$ cat src/rtl/uart_tx_arbiter_pkg.sv
// Shared definitions for the UART transmit arbiter: one-hot FSM state
// encodings and a width helper for counters and source indices.
package uart_tx_arbiter_pkg;

  localparam logic [3:0] ST_IDLE       = 4'b0001;
  localparam logic [3:0] ST_SEND       = 4'b0010;
  localparam logic [3:0] ST_WAIT_START = 4'b0100;
  localparam logic [3:0] ST_WAIT_DONE  = 4'b1000;

  // Bits needed to hold any value in 0..max_val (at least one bit).
  function automatic int unsigned width_for(input int unsigned max_val);
    return (max_val < 2) ? 1 : $clog2(max_val + 1);
  endfunction

endpackage

$ cat src/rtl/uart_tx_arbiter_rr_pick.sv
// uart_rr_pick: combinational round-robin priority picker. Returns the first
// requester at or above ptr_i, wrapping at N-1, so N need not be a power of two.
module uart_rr_pick
  import uart_tx_arbiter_pkg::*;
#(
  parameter  int unsigned N = 2,
  localparam int unsigned W = width_for(N - 1)
) (
  input  logic [N-1:0] req_i,
  input  logic [W-1:0] ptr_i,
  output logic [W-1:0] gnt_idx_o,
  output logic         gnt_vld_o
);

  int idx;

  // Scan from the farthest position back toward ptr_i so the nearest requester wins.
  always_comb begin
    gnt_vld_o = 1'b0;
    gnt_idx_o = '0;
    idx       = 0;
    for (int k = int'(N) - 1; k >= 0; k--) begin
      idx = int'(ptr_i) + k;
      if (idx >= int'(N)) idx = idx - int'(N);
      if (req_i[idx]) begin
        gnt_vld_o = 1'b1;
        gnt_idx_o = W'(idx);
      end
    end
  end

endmodule

$ cat src/rtl/uart_tx_arbiter.sv
// uart_tx_arbiter: shares one UART transmitter between NUM_SRC packet sources.
// A whole packet is granted at a time, round-robin, and streamed byte by byte
// through the UART transmit / is_transmitting handshake.
// Optional feature: define UART_ARB_TIMEOUT_EN to abort a packet whose source
// stalls for TIMEOUT_CYCLES in SEND (sets sticky timeout_err).
module uart_tx_arbiter
  import uart_tx_arbiter_pkg::*;
#(
  parameter int unsigned NUM_SRC        = 2,
  parameter int unsigned MAX_PKT_LEN    = 64,
  parameter int unsigned TIMEOUT_CYCLES = 4096
) (
  input  logic                                  sys_clk,
  input  logic                                  rst_n,
  input  logic [NUM_SRC-1:0]                    src_valid,
  input  logic [8*NUM_SRC-1:0]                  src_data,
  input  logic [NUM_SRC-1:0]                    src_last,
  output logic [NUM_SRC-1:0]                    src_ready,
  output logic                                  uart_transmit,
  output logic [7:0]                            uart_tx_byte,
  input  logic                                  uart_is_transmitting,
  output logic [width_for(NUM_SRC-1)-1:0]       grant_id,
  output logic                                  busy,
  output logic                                  pkt_done,
  output logic                                  len_err,
  output logic                                  timeout_err
);

  localparam int unsigned GW = width_for(NUM_SRC - 1);
  localparam int unsigned CW = width_for(MAX_PKT_LEN);

  if (NUM_SRC < 2 || MAX_PKT_LEN < 1 || TIMEOUT_CYCLES < 2) begin : g_bad_params
    $error("uart_tx_arbiter: NUM_SRC>=2, MAX_PKT_LEN>=1, TIMEOUT_CYCLES>=2 required");
  end

  logic [3:0]    state_q,   state_d;
  logic [GW-1:0] grant_q,   grant_d;
  logic [GW-1:0] rr_q,      rr_d;
  logic [CW-1:0] cnt_q,     cnt_d;
  logic          last_q,    last_d;
  logic          tx_q,      tx_d;
  logic [7:0]    byte_q,    byte_d;
  logic          busy_q,    busy_d;
  logic          done_q,    done_d;
  logic          len_err_q, len_err_d;

  logic          sel_valid, sel_last;
  logic [7:0]    sel_data;
  logic          send_open, hs, at_limit;
  logic [GW-1:0] pick_idx;
  logic          pick_vld;

`ifdef UART_ARB_TIMEOUT_EN
  localparam int unsigned TW = width_for(TIMEOUT_CYCLES);
  logic [TW-1:0] to_cnt_q, to_cnt_d;
  logic          to_err_q, to_err_d;
`endif

  function automatic logic [GW-1:0] rr_next(input logic [GW-1:0] p);
    return (p == GW'(NUM_SRC - 1)) ? '0 : p + GW'(1);
  endfunction

  uart_rr_pick #(.N(NUM_SRC)) u_pick (
    .req_i     (src_valid),
    .ptr_i     (rr_q),
    .gnt_idx_o (pick_idx),
    .gnt_vld_o (pick_vld)
  );

  // Route the granted source's valid/last/data onto a single lane.
  always_comb begin
    sel_valid = 1'b0;
    sel_last  = 1'b0;
    sel_data  = '0;
    for (int i = 0; i < int'(NUM_SRC); i++) begin
      if (grant_q == GW'(i)) begin
        sel_valid = src_valid[i];
        sel_last  = src_last[i];
        sel_data  = src_data[8*i +: 8];
      end
    end
  end

  assign send_open = (state_q == ST_SEND) && !uart_is_transmitting;
  assign hs        = send_open && sel_valid;
  assign at_limit  = (cnt_q == CW'(MAX_PKT_LEN - 1));

  // Only the granted source sees ready, and only while the UART can take a byte.
  always_comb begin
    src_ready = '0;
    for (int i = 0; i < int'(NUM_SRC); i++) begin
      src_ready[i] = send_open && (grant_q == GW'(i));
    end
  end

  // Packet-level FSM: grant in IDLE, one byte per SEND, then follow the UART busy flag.
  always_comb begin
    state_d   = state_q;
    grant_d   = grant_q;
    rr_d      = rr_q;
    cnt_d     = cnt_q;
    last_d    = last_q;
    tx_d      = 1'b0;
    byte_d    = byte_q;
    busy_d    = busy_q;
    done_d    = 1'b0;
    len_err_d = len_err_q;
`ifdef UART_ARB_TIMEOUT_EN
    to_cnt_d  = to_cnt_q;
    to_err_d  = to_err_q;
`endif
    case (state_q)
      ST_IDLE: begin
        if (pick_vld) begin
          grant_d = pick_idx;
          busy_d  = 1'b1;
          cnt_d   = '0;
          state_d = ST_SEND;
`ifdef UART_ARB_TIMEOUT_EN
          to_cnt_d = '0;
`endif
        end
      end
      ST_SEND: begin
        if (hs) begin
          byte_d  = sel_data;
          tx_d    = 1'b1;
          cnt_d   = cnt_q + CW'(1);
          last_d  = sel_last | at_limit;
          if (at_limit && !sel_last) len_err_d = 1'b1;
          state_d = ST_WAIT_START;
`ifdef UART_ARB_TIMEOUT_EN
          to_cnt_d = '0;
        end else if (!sel_valid) begin
          if (to_cnt_q == TW'(TIMEOUT_CYCLES - 1)) begin
            to_err_d = 1'b1;
            to_cnt_d = '0;
            busy_d   = 1'b0;
            rr_d     = rr_next(grant_q);
            state_d  = ST_IDLE;
          end else begin
            to_cnt_d = to_cnt_q + TW'(1);
          end
`endif
        end
      end
      ST_WAIT_START: begin
        if (uart_is_transmitting) state_d = ST_WAIT_DONE;
      end
      ST_WAIT_DONE: begin
        if (!uart_is_transmitting) begin
          if (last_q) begin
            state_d = ST_IDLE;
            done_d  = 1'b1;
            busy_d  = 1'b0;
            rr_d    = rr_next(grant_q);
          end else begin
            state_d = ST_SEND;
          end
        end
      end
      default: state_d = ST_IDLE;
    endcase
  end

  // State and output registers; reset returns every output to zero.
  always_ff @(posedge sys_clk or negedge rst_n) begin
    if (!rst_n) begin
      state_q   <= ST_IDLE;
      grant_q   <= '0;
      rr_q      <= '0;
      cnt_q     <= '0;
      last_q    <= 1'b0;
      tx_q      <= 1'b0;
      byte_q    <= '0;
      busy_q    <= 1'b0;
      done_q    <= 1'b0;
      len_err_q <= 1'b0;
    end else begin
      state_q   <= state_d;
      grant_q   <= grant_d;
      rr_q      <= rr_d;
      cnt_q     <= cnt_d;
      last_q    <= last_d;
      tx_q      <= tx_d;
      byte_q    <= byte_d;
      busy_q    <= busy_d;
      done_q    <= done_d;
      len_err_q <= len_err_d;
    end
  end

`ifdef UART_ARB_TIMEOUT_EN
  // Stall counter and sticky abort flag.
  always_ff @(posedge sys_clk or negedge rst_n) begin
    if (!rst_n) begin
      to_cnt_q <= '0;
      to_err_q <= 1'b0;
    end else begin
      to_cnt_q <= to_cnt_d;
      to_err_q <= to_err_d;
    end
  end

  assign timeout_err = to_err_q;
`else
  assign timeout_err = 1'b0;
`endif

  assign uart_transmit = tx_q;
  assign uart_tx_byte  = byte_q;
  assign grant_id      = grant_q;
  assign busy          = busy_q;
  assign pkt_done      = done_q;
  assign len_err       = len_err_q;

endmodule

$ cat config.mk
export PLATFORM = sky130hd
export DESIGN_NAME = uart_tx_arbiter
export DESIGN_NICKNAME = d
export VERILOG_FILES = /design/src/rtl/uart_tx_arbiter_pkg.sv /design/src/rtl/uart_tx_arbiter_rr_pick.sv /design/src/rtl/uart_tx_arbiter.sv
export SDC_FILE = /design/constraint.sdc
export NUM_CORES = 1
export LEC_CHECK = 0
export CAP_MARGIN = 20
export CORE_ASPECT_RATIO = 0.75
export CORE_MARGIN = 3
export CORE_UTILIZATION = 44
export CTS_BUF_LIST = sky130_fd_sc_hd__clkbuf_8
export CTS_CLUSTER_SIZE = 30
export DETAILED_ROUTE_END_ITERATION = 8
export PLACE_DENSITY = 0.78
export SYNTH_ARGS = -nofsm -noshare
export SYNTH_HDL_FRONTEND = slang
export SYNTH_SLANG_ARGS = --single-unit
$ cat constraint.sdc
create_clock -name sys_clk -period 1.6 [get_ports sys_clk]
set_input_delay 0.32 -clock sys_clk [delete_from_list [all_inputs] [get_ports sys_clk]]
set_output_delay 0.32 -clock sys_clk [all_outputs]
set_load 0.005 [all_outputs]
==> results.toml <==
[outcome]
outcome = "complete, but fails checks"
violations = "setup timing"

[synthesis]
syn_area_sq_mm = 0.00131
synth-seq-cells = 26
synthArstFlopShare = 1.00
synthCells = 126
yosysTopAreaCellShare = 0.476
synth-edff-count = 0
synth_top_cells_by_area = "dfrtp_1 48%, mux2i_1 8.4%, o21ai_0 5.3%"
yosysTopAreaCell = "dfrtp_1"
syn-num-nets = 150
synthFlopType = "dfrtp_1"
yosys_warnings = 0
yosysMostFrequentCell = "dfrtp_1"
synth_commonest_cells = "25 x dfrtp_1, 14 x nand2_1, 14 x o21ai_0, 11 x mux2i_1, 7 x a21oi_1"
syn_area_per_cell_sq_um = 10.4
ys_seq_area_frac = 0.496
synth_cell_types = 40

[drt]
firstDrtPassIters = 4
drt_iter0_drc = 43
wirelength_mm = 3.78
drtAntennaViolNets = 0
dr_total_vias = 1266
routed_wire_length_per_instance_um = 16.6
drc_errors = 0
via_per_inst = 5.58

[placed_design]
placed_area_sq_mm = 0.00184
place_hpwl_mm = 2.42
place.gp.congestion = 0.918
pre_cts_slack_ns = -0.447
port-buffer-count = 37

[clock_network]
cts.sinks = 26
path_clk_slew_ns = 0.09
cts-buffers-inserted = 3
clock_latency_ns = 0.26
clk_path_buf_depth = 2
cts_hold_buf = 0
htree_levels = 1
cts_tree = "built"
cts_root_buf = "clkbuf_8"

[power_and_ir_drop]
power_density_mw_per_mm2 = 1350
ir_worst_vdd_mv = 0.973
p_leak_uw = 0.00103

[timing]
fmaxAchievable_mhz = 555
clock_skew_ns = 0.00149
fin_crit_sh = 1.13
setup_slack_ns = -0.201
period_minus_slack_ns = 1.80
setup_tns_ns = -0.507
setup-violations-final = 10
rsz0062_at_grt = "yes"
hold_viol = 0
slew_violations = 0

[grt]
grt_max_degree = 27
antenna_found_initial = 0
grt_pass1_vias = 1188
gr-usage-all-layers = 0.190
grt_pass1_wl_mm = 5.55
grt.overflow.total = 0

[run]
drv_cap = 0

[worst_setup_path]
crit_chain = "or4b_4 > nor3_4 > buf_2"
rr_worst_depth = 8
critPathRequiredTime_ns = 1.28
crit_start = "state_q[2]"
cp_max_fo = 2
cpPeakStageDelay_ns = 0.55
criticalPathCategory = "reg2out"
rr_startpoint = "state_q[2]"
cp_slowest_cell = "or4b_4"
start_kind = "flop"
cp.arrival_ns = 1.48
endpoint_kind = "output pin"

[hold_path]
hold_path.class = "in2async"

[cells_and_area]
num_antenna_cells = 0
fin_util = 0.804
fin_nets = 216
design_area_sq_mm = 0.00219
area_growth_pct = 66.7
drive_gt1_frac = 0.356

[floorplanning]
die_w_um = 69.1
io_pins = 39
chipHeight_um = 53.3
core-area_sq_mm = 0.00272
rows = 16
initial_core_util = 0.483
die-area_sq_mm = 0.00368
[registers in the layout, summed over array words and instances, names as in the netlist]
name,cells
uart_transmit,1
busy,1
len_err,1
uart_tx_byte,8
state_q,4
cnt_q,7
rr_q,1
grant_id,1
pkt_done,1
last_q,1
[final timing paths]
| check | end | slack (ns) |
|---|---|---|
| worst max-delay path | src_ready[0] | -0.20 |
| worst min-delay path | grant_id | 0.42 |
| worst max register to register | last_q | -0.06 |
| worst min register to register | len_err | 0.49 |
| max in group asynchronous | state_q[0] | 0.88 |
| min in group sys_clk | len_err | 0.49 |
[where the power goes]
| part | total (uW) | internal, uW | switching (uW) |
|---|---|---|---|
| logic | 1600 | 911 | 691 |
| registers | 996 | 838 | 158 |
| clock network | 367 | 172 | 195 |
[worst max-delay path, delay by kind of cell (launching register included)]
| family | cells | cell delay, ns |
|---|---|---|
| buffers and inverters | 1 | 0.14 |
| flip-flops | 1 | 0.39 |
| AND/OR/NAND/NOR | 2 | 0.69 |
[final cells by class]
cell class | count | area [sq um]
Timing Repair Buffer | 66 | 669
Fill cell | 167 | 533
Clock inverter | 1 | 3.75
Inverter | 7 | 28.8
Sequential cell | 26 | 652
Tap cell | 36 | 45.0
Multi-Input combinational cell | 88 | 749
Clock buffer | 3 | 41.3
[kinds of logic after synthesis]
kind of cell | Yosys count | share of synthesized area
AOI/OAI and AO/OA | 36 | 0.176
adders and majority gates | 1 | 0.00952
buffers and inverters | 12 | 0.0505
DFF | 26 | 0.496
muxes | 12 | 0.0924
other | 1 | 0.00285
and+or+nand+nor | 38 | 0.172
[routing by layer]
layer,global-route usage,part of all wire,up-vias
li1,-,-,586
met3,0.0550,0.054,6
met2,0.348,0.51,36
met5,0,0,-
met1,0.235,0.43,638
met4,0.00974,0.0082,0
[layout by cell type (no fill, tap or decap), types with 2 or more instances in the layout]
cell / Yosys / routed
o21ai_1: 0 / 6
clkbuf_8: 0 / 3
and3_1: 4 / 4
clkbuf_16: 0 / 2
nand2_2: 0 / 6
dfrtp_1: 25 / 25
nand3_1: 4 / 4
inv_1: 6 / 7
buf_2: 1 / 2
nand2_4: 0 / 5
nand2_1: 14 / 3
nor4b_4: 1 / 2
buf_4: 1 / 16
o21ai_2: 0 / 6
nor3_2: 0 / 2
a31oi_1: 3 / 3
a21oi_1: 7 / 5
a21oi_2: 0 / 2
nor2_1: 3 / 3
mux2i_1: 11 / 11
o21ai_0: 14 / 2
clkdlybuf4s50_1: 0 / 34
a22o_1: 2 / 2
nand2b_1: 2 / 2
buf_6: 2 / 9
[stage by stage]
| stage | total power [uW] | hold WS, ns | instances |
|---|---|---|---|
| 3_5_place_dp | 2110 | 0.465 | 214 |
| 2_1_floorplan | 1520 | 0.0244 | 126 |
| 6_report | 2960 | 0.423 | 227 |
| 5_1_grt | 3160 | 0.457 | 227 |
| 4_1_cts | 2620 | 0.433 | 223 |
| 3_3_place_gp | 2060 | 0.454 | 214 |
[timing repair]
action,in CTS,in global routing
pin swaps,3,24
gates cloned,0,2
setup endpoints to repair,6,23
resized for setup,16,55
buffers inserted,5,3
Power figures use the tool's default switching activity.
